--- src/rtl/ps2_pkg.sv ---
// Shared PS/2 Set-2 definitions: prefix FSM states, code constants,
// the ignore list and the resolved-code record passed between blocks.
package ps2_pkg;

  typedef enum logic [1:0] {
    ST_IDLE,
    ST_EXT,
    ST_BRK,
    ST_EXT_BRK
  } prefix_state_t;

  localparam logic [7:0] PS2_EXT    = 8'hE0;
  localparam logic [7:0] PS2_BRK    = 8'hF0;
  localparam logic [7:0] PS2_LSHIFT = 8'h12;
  localparam logic [7:0] PS2_RSHIFT = 8'h59;
  localparam logic [7:0] PS2_CAPS   = 8'h58;

  // Keyboard status/response bytes that carry no key information
  localparam logic [7:0] PS2_ERR0   = 8'h00;
  localparam logic [7:0] PS2_BAT_OK = 8'hAA;
  localparam logic [7:0] PS2_ECHO   = 8'hEE;
  localparam logic [7:0] PS2_ACK    = 8'hFA;
  localparam logic [7:0] PS2_BAT_FL = 8'hFC;
  localparam logic [7:0] PS2_RESEND = 8'hFE;
  localparam logic [7:0] PS2_ERR1   = 8'hFF;

  typedef struct packed {
    logic       strobe;
    logic       ext;
    logic       brk;
    logic [7:0] code;
  } ps2_code_t;

  function automatic logic ps2_is_ignored(input logic [7:0] b);
    return (b == PS2_ERR0)   || (b == PS2_BAT_OK) || (b == PS2_ECHO) ||
           (b == PS2_ACK)    || (b == PS2_BAT_FL) || (b == PS2_RESEND) ||
           (b == PS2_ERR1);
  endfunction

endpackage

--- src/rtl/ps2_prefix_fsm.sv ---
// E0/F0 prefix stripper with idle timeout. Emits one resolved
// {strobe, ext, brk, code} in the same cycle as the final byte, so the
// consumer's registers see the key at the edge ending that cycle.
module ps2_prefix_fsm
  import ps2_pkg::*;
#(
  parameter int unsigned TIMEOUT_CYCLES = 1_000_000,
  parameter int unsigned CNT_W          = 20
) (
  input  logic       clk,
  input  logic       i_rst,
  input  logic [7:0] i_byte,
  input  logic       i_byte_valid,
  output ps2_code_t  o_code
);

  localparam logic [CNT_W-1:0] CNT_LAST = CNT_W'(TIMEOUT_CYCLES - 1);

  prefix_state_t    state, next_state;
  logic [CNT_W-1:0] cnt;

  // Next prefix state and resolved code; a byte takes priority over timeout
  always_comb begin
    next_state  = state;
    o_code      = '0;
    o_code.code = i_byte;
    if (i_byte_valid) begin
      case (state)
        ST_IDLE: begin
          if (i_byte == PS2_EXT)       next_state = ST_EXT;
          else if (i_byte == PS2_BRK)  next_state = ST_BRK;
          else if (!ps2_is_ignored(i_byte)) o_code.strobe = 1'b1;
        end
        ST_EXT: begin
          if (i_byte == PS2_BRK) next_state = ST_EXT_BRK;
          else begin
            o_code.strobe = 1'b1;
            o_code.ext    = 1'b1;
            next_state    = ST_IDLE;
          end
        end
        ST_BRK: begin
          if (i_byte == PS2_EXT) next_state = ST_EXT;
          else begin
            o_code.strobe = 1'b1;
            o_code.brk    = 1'b1;
            next_state    = ST_IDLE;
          end
        end
        ST_EXT_BRK: begin
          if (i_byte == PS2_EXT) next_state = ST_EXT;
          else begin
            o_code.strobe = 1'b1;
            o_code.ext    = 1'b1;
            o_code.brk    = 1'b1;
            next_state    = ST_IDLE;
          end
        end
        default: next_state = ST_IDLE;
      endcase
    end else if ((state != ST_IDLE) && (cnt == CNT_LAST)) begin
      next_state = ST_IDLE;
    end
  end

  // State register and timeout counter (held at zero whenever heading to IDLE)
  always_ff @(posedge clk or posedge i_rst) begin
    if (i_rst) begin
      state <= ST_IDLE;
      cnt   <= '0;
    end else begin
      state <= next_state;
      if (i_byte_valid || (next_state == ST_IDLE)) cnt <= '0;
      else                                         cnt <= cnt + 1'b1;
    end
  end

endmodule

--- src/rtl/ps2_keystate.sv ---
// PS/2 key tracker: shift/capslock state and the last held non-modifier key.
// Optional macro PS2_KEYSTATE_REPEAT_FILTER_EN suppresses o_make on
// typematic repeats of the key already shown on o_scancode.
module ps2_keystate
  import ps2_pkg::*;
#(
  parameter int unsigned TIMEOUT_CYCLES = 1_000_000,
  parameter int unsigned CNT_W          = 20
) (
  input  logic       clk,
  input  logic       i_rst,
  input  logic [7:0] i_byte,
  input  logic       i_byte_valid,
  output logic [7:0] o_scancode,
  output logic       o_valid,
  output logic       o_make,
  output logic       o_shift,
  output logic       o_capslock
);

  ps2_code_t res;
  logic      lshift_held, rshift_held, caps_held;
  logic      repeat_hit;

  ps2_prefix_fsm #(
    .TIMEOUT_CYCLES(TIMEOUT_CYCLES),
    .CNT_W         (CNT_W)
  ) u_prefix (
    .clk         (clk),
    .i_rst       (i_rst),
    .i_byte      (i_byte),
    .i_byte_valid(i_byte_valid),
    .o_code      (res)
  );

`ifdef PS2_KEYSTATE_REPEAT_FILTER_EN
  assign repeat_hit = o_valid && (o_scancode == res.code);
`else
  assign repeat_hit = 1'b0;
`endif

  // Apply resolved non-extended codes to modifier and key-held state
  always_ff @(posedge clk or posedge i_rst) begin
    if (i_rst) begin
      o_scancode  <= '0;
      o_valid     <= 1'b0;
      o_make      <= 1'b0;
      o_shift     <= 1'b0;
      o_capslock  <= 1'b0;
      lshift_held <= 1'b0;
      rshift_held <= 1'b0;
      caps_held   <= 1'b0;
    end else begin
      o_make <= 1'b0;
      if (res.strobe && !res.ext) begin
        case (res.code)
          PS2_LSHIFT: begin
            lshift_held <= !res.brk;
            o_shift     <= !res.brk || rshift_held;
          end
          PS2_RSHIFT: begin
            rshift_held <= !res.brk;
            o_shift     <= lshift_held || !res.brk;
          end
          PS2_CAPS: begin
            if (res.brk) caps_held <= 1'b0;
            else if (!caps_held) begin
              caps_held  <= 1'b1;
              o_capslock <= !o_capslock;
            end
          end
          default: begin
            if (res.brk) begin
              if (res.code == o_scancode) o_valid <= 1'b0;
            end else begin
              o_scancode <= res.code;
              o_valid    <= 1'b1;
              o_make     <= !repeat_hit;
            end
          end
        endcase
      end
    end
  end

endmodule

--- config.mk ---
export PLATFORM = sky130hd
export DESIGN_NAME = ps2_keystate
export DESIGN_NICKNAME = d
export VERILOG_FILES = /design/src/rtl/ps2_pkg.sv /design/src/rtl/ps2_prefix_fsm.sv /design/src/rtl/ps2_keystate.sv
export SDC_FILE = /design/constraint.sdc
export NUM_CORES = 1
export LEC_CHECK = 0
export ABC_CLOCK_PERIOD_IN_PS = 2200
export CAP_MARGIN = 15
export CORE_MARGIN = 3
export CORE_UTILIZATION = 50
export CTS_BUF_LIST = sky130_fd_sc_hd__clkbuf_2 sky130_fd_sc_hd__clkbuf_4 sky130_fd_sc_hd__clkbuf_8
export DETAILED_ROUTE_END_ITERATION = 8
export PLACE_DENSITY_LB_ADDON = 0.3
export SLEW_MARGIN = 20
export SYNTH_ARGS = -nofsm -noshare
export SYNTH_HDL_FRONTEND = slang
export SYNTH_SLANG_ARGS = --single-unit
--- constraint.sdc ---
create_clock -name clk -period 2.2 [get_ports clk]
set_input_delay 0.44 -clock clk [delete_from_list [all_inputs] [get_ports clk]]
set_output_delay 0.44 -clock clk [all_outputs]
set_load 0.05 [all_outputs]
Word-level counts from Yosys, hierarchy flattened
Index checks and enable logic that the tools add are counted.
Storage, ports and cells
  memory bits (writable): 0
  memories: 0
  output and inout bits: 12
  register bits after elaboration: 37
  word-level logic and storage cells: 83
  ROM bits: 0
  latch bits: 0
  bits of input ports: 11
Cells by class
  muxes and demuxes: 24
  div/mod/pow operators: 0
  $add $sub $neg: 1
  magnitude comparators: 0
  equal/unequal tests: 17
  reduce and logical (&&, ||, !) cells: 28
  multiply operators: 0
  bitwise logic cells: 3
  shift-type cells: 0
Operators with widths (count)
  8-bit == test (second input constant): 8
  20-bit by 1-bit adder with 20-bit output (second input constant): 1
  20-bit == test (second input constant): 1
  20-bit 2-to-1 mux: 1
  8-bit by 7-bit == test with 1-bit output (second input constant): 2
  2-bit 2-to-1 mux: 6
  1-bit 2-to-1 mux: 10
  1-bit logical OR: 9
  8-bit by 5-bit == test with 1-bit output (second input constant): 1
  8-bit == test: 1
  8-bit zero test: 1
  2-bit AND reduction: 4
  3-bit 2-to-1 mux: 2
  1-bit one-hot mux with 2 select lines: 3
  2-bit one-hot mux with 3 select lines: 1
  3-bit AND reduction: 2
  2-bit == test (second input constant): 2
  2-bit zero test: 2
  1-bit one-hot mux with 4 select lines: 1
  4-bit AND reduction: 1
  2-bit nonzero test: 2
  1-bit zero test: 3
  1-bit NOT: 3
  3-bit OR reduction: 1
  other kinds (4): 5

Depth between registers and ports, before layout
  depth in word-level cells: 15
  mapped depth: 7
  depth with buffers taken out: 6

Modules after synthesis
A second synthesis with hierarchy kept.
Unflattened totals
  cells, all modules: 213
  area total of the unflattened synthesis: 2163.3 µm²
By module, submodules not included
  ps2_prefix_fsm: cells an instance 146, sequential area each 550.5 µm², instances 1, area an instance 1338.8 µm²
  ps2_keystate: cells an instance 67, sequential area each 375.4 µm², instances 1, area an instance 824.5 µm²

Worst setup path after synthesis
OpenSTA, ideal clock, no wires.
  path type: input port to flip-flop
  from: in i_byte[1]
  to: reg o_scancode[0]
  path buffers: 1
  setup slack: 0.007 ns
  required time: 2.075 ns
  arrival time: 2.068 ns
  library setup time: 0.125 ns
  stages: 5
  cell sequence: buf_2 > or4_4 > o311ai_2 > nand4b_4 > mux2_2
Between the ends
  cells in the longest elaborated chain, start to end: 14
RTL lines
  start, declared: line ps2_keystate.sv:12  | input logic [7:0] i_byte,
  8-bit == test or 8-bit zero test (tied branches): line ps2_pkg.sv:35  | return (b == PS2_ERR0) || (b == PS2_BAT_OK) || (b == PS2_ECHO) ||
  1-bit logical OR (3 in series): line ps2_pkg.sv:35
  1-bit logical OR (3 in series): line ps2_pkg.sv:36  | (b == PS2_ACK) || (b == PS2_BAT_FL) || (b == PS2_RESEND) ||
  1-bit 2-to-1 mux: line ps2_prefix_fsm.sv:32  | else if (!ps2_is_ignored(i_byte)) o_code.strobe = 1'b1;
  1-bit 2-to-1 mux: line ps2_prefix_fsm.sv:31  | else if (i_byte == PS2_BRK) next_state = ST_BRK;
  1-bit 2-to-1 mux: line ps2_prefix_fsm.sv:30  | if (i_byte == PS2_EXT) next_state = ST_EXT;
  1-bit one-hot mux with 4 select lines: line ps2_prefix_fsm.sv:28  | case (state)
  3-bit 2-to-1 mux: line ps2_prefix_fsm.sv:27  | if (i_byte_valid) begin
  1-bit logical AND: line ps2_keystate.sv:55  | if (res.strobe && !res.ext) begin
  3-bit AND reduction (no line) (*)
  end signal, assigned: line ps2_keystate.sv:76  | o_scancode <= res.code;
  end, declared: line ps2_keystate.sv:14  | output logic [7:0] o_scancode,
Every way passes the cells marked *; elsewhere a longest branch is shown, timed or not.
A chain may end at the register's enable or synchronous reset.

Worst setup path after layout
  from: in i_byte[0]
  to: reg o_scancode[0]
Between the ends
  cells in the longest elaborated chain, start to end: 14
RTL lines (line)
  8-bit == test or 8-bit zero test (tied branches): ps2_pkg.sv:35
  1-bit logical OR (3 in series): ps2_pkg.sv:35
  1-bit logical OR (3 in series): ps2_pkg.sv:36
  1-bit 2-to-1 mux: ps2_prefix_fsm.sv:32
  1-bit 2-to-1 mux: ps2_prefix_fsm.sv:31
  1-bit 2-to-1 mux: ps2_prefix_fsm.sv:30
  1-bit one-hot mux with 4 select lines: ps2_prefix_fsm.sv:28
  3-bit 2-to-1 mux: ps2_prefix_fsm.sv:27
  1-bit logical AND: ps2_keystate.sv:55
  3-bit AND reduction (no line)
Several ways; a longest one is shown, not always the timed one.

==> metrics.txt <==
CTS tree=done; top flop regs=u_prefix.cnt x20, o_scancode x8, u_prefix.state x2; Core Rows=22; worst-path maximum fanout=5; Yosys reg bits=37; routed vias=1696; WP data required=2.37 ns; Critical Path Start=i_byte[0]; clock latency at the later pin of the worst-skew pair=0.29 ns; crit path kind=in -> reg; Synth Instances=194; Seq/Total Area, Yosys=0.461; global placer's final weighted congestion=0.820; reg2reg path depth=5; dpl ws=-0.443 ns; max-slew violation count=0; first-pass GRT wire length=7.82 mm; CP Capture Type=register; initial antenna violation count=0; RR Endpoint=o_scancode[0]; share of layout cells above drive strength 1=0.241; Final Cycle Share=0.977; grt total ovfl=0; Chip Height=69.4 µm; Antenna diodes=0; minimum clock period=2.15 ns; P_leak=1.11 nW; dpl cell area=2480 µm²; synth cell count leaders=dfrtp_1, nor2_1, xnor2_1, nand3_1, mux2_2; vias per inst=5.71; I/O Buffers=22; WL/cell=14.7 µm; GR met1 Demand/Resource=0.234; initial core utilization=0.532; skew final=0.00794 ns; count of hold-fix buffers inserted at cts=0; Die ar.=4810 µm²; Layout fillers=269; Cell Area, Synth=2010 µm²; core area=3770 µm²; Area growth, synth to finish=34.4%; async set or reset register ratio after synthesis=1.00; Setup-failing EPs final=0; pin count of the biggest net entering global routing=28; Post-Layout Cell Count=297; clk buf depth=2; Placed Cells=285; Hold WC Path Type=in -> async; Post-DP HPWL=3.16 mm; reg2reg setup slack=0.27 ns; Max-slew headroom=0.659; WHS=0.470 ns; Worst Tran Pin Value=0.511 ns; mux share of post-synthesis cell area=0.0729; post-layout net count=260; First-pass DRT Iterations=4; Critical Path AT=2.32 ns; GRT Util Overall=0.200; pwr/cell area=640 nW/µm²; slowest CP cell=or4b_2; Mapped Nets=206; number of enable flip-flop cells after synthesis=0; post-synthesis adder-cell area fraction=0.00623; Post-Synth XOR/XNOR Area=0.122; Synth Area in Compound Gates=0.0648; post-synthesis simple-gate area fraction=0.243; r2r startpoint=u_prefix.state[1]; final hold vios=0; Max Fclk=465 MHz; I/O pins=23; clock-pin transition on the worst setup and hold timing paths=0.08 ns; H-tree Lvls=2; met2 usage=0.362; Root Buffer Master=clkbuf_8; GR peak layer=met2; CP Launch Type=primary input; final WL=4.37 mm; max-capacitance violation count=0; DRC Markers=0; post-synth top area share=0.461; Netlist cell types=40; CTS buffer count=5; synth top area cells=dfrtp_1, xnor2_1, mux2_2; number of global-route vias before repair=1745; register bank with the most flops=u_prefix.cnt; largest family of logic cells by synthesized area=simple AND/OR/NAND/NOR gates; synthesized area per cell=10.3 µm²; setup TNS=0 ns; final instance area=2700 µm²; Warnings, synthesis=0; status=finished, final reports clean; met3 usage=0.0536; most frequent cell after synthesis=dfrtp_1; number of flip-flops in the largest register=20; Top FF cell, synth=dfrtp_1; Yosys top cell by area=dfrtp_1; Tot Pwr=1.73 mW; Die W=69.4 µm; CP Cell Sequence=dlygate4sd2_1, or4b_2, o31a_1, nand4b_4, mux2_2; CTS sink cnt=37; Worst VDD drop=0.569 mV; CP peak stage delay=0.67 ns; Util after Layout=0.715; Routed Antenna Nets=0; worst setup margin=0.0503 ns; unrepaired setup endpoints after global routing=no; DR iter-0 viols=104
where the power goes:
part	switching, mW	leakage (nW)	internal, mW
Sequential	0.0225	0.489	0.708
Clock	0.242	0.0681	0.450
Combinational	0.171	0.549	0.135
Total	0.435	1.11	1.29
how the worst max path moves through the flow:
stage | endpoint | slack (ns)
after CTS | o_scancode[7] | 0.02
final | o_scancode[0] | 0.05
after global placement | o_scancode[2] | -0.43
after global routing | o_scancode[1] | 0.02
after detailed placement | o_scancode[1] | -0.44
after floorplan | o_scancode[0] | 0.007
worst max-delay path, delay by kind of cell:
kind | cells | cell delay [ns]
AOI/OAI and AO/OA | 1 | 0.39
muxes | 1 | 0.36
and+or+nand+nor | 2 | 0.85
buffers and inverters | 1 | 0.29
routing by layer:
metal | routed length (µm) | part of all wire
met1 | 1790 | 0.41
met2 | 2290 | 0.52
met3 | 220 | 0.050
met4 | 73 | 0.017
met5 | 0 | 0
cells in the final DEF, fill, tap and decap left out, drive strengths merged, types with 3 or more instances in the layout:
master and count:
and4 3, nor2 28, dfrtp 37, nand3 13, nor4 4, buf 32, nor4b 3, xnor2 21
nor3 5, clkbuf 5, inv 7, dlygate4sd2 6, o21ai 3, or4 3, nand4 4, clkdlybuf4s50 14
mux2 13, xor2 7, nand4b 5, nand2 7
kinds of logic after synthesis:
kind of cell / after synthesis
compound gates: 14
fa+ha+maj: 1
xor+xnor: 28
simple gates: 86
flops: 37
mux: 13
buf+inv: 15
layout make-up:
class / instances / area [µm²] / share of cell area
tap: 48 / 60.1 / 0.0223
sequential: 37 / 926 / 0.343
clock buffer: 5 / 68.8 / 0.0255
inverter: 7 / 26.3 / 0.00974
clock inverter: 3 / 65.1 / 0.0241
timing repair buffer: 54 / 482 / 0.179
multi-input combinational: 143 / 1070 / 0.397
timing repair:
item	4_1_cts	5_1_grt
setup endpoints to repair	11	11
setup buffers	3	0
resized for setup	12	4
gates cloned	1	0
pin swaps	5	2
Note: power is estimated with default switching activity, not from simulation.
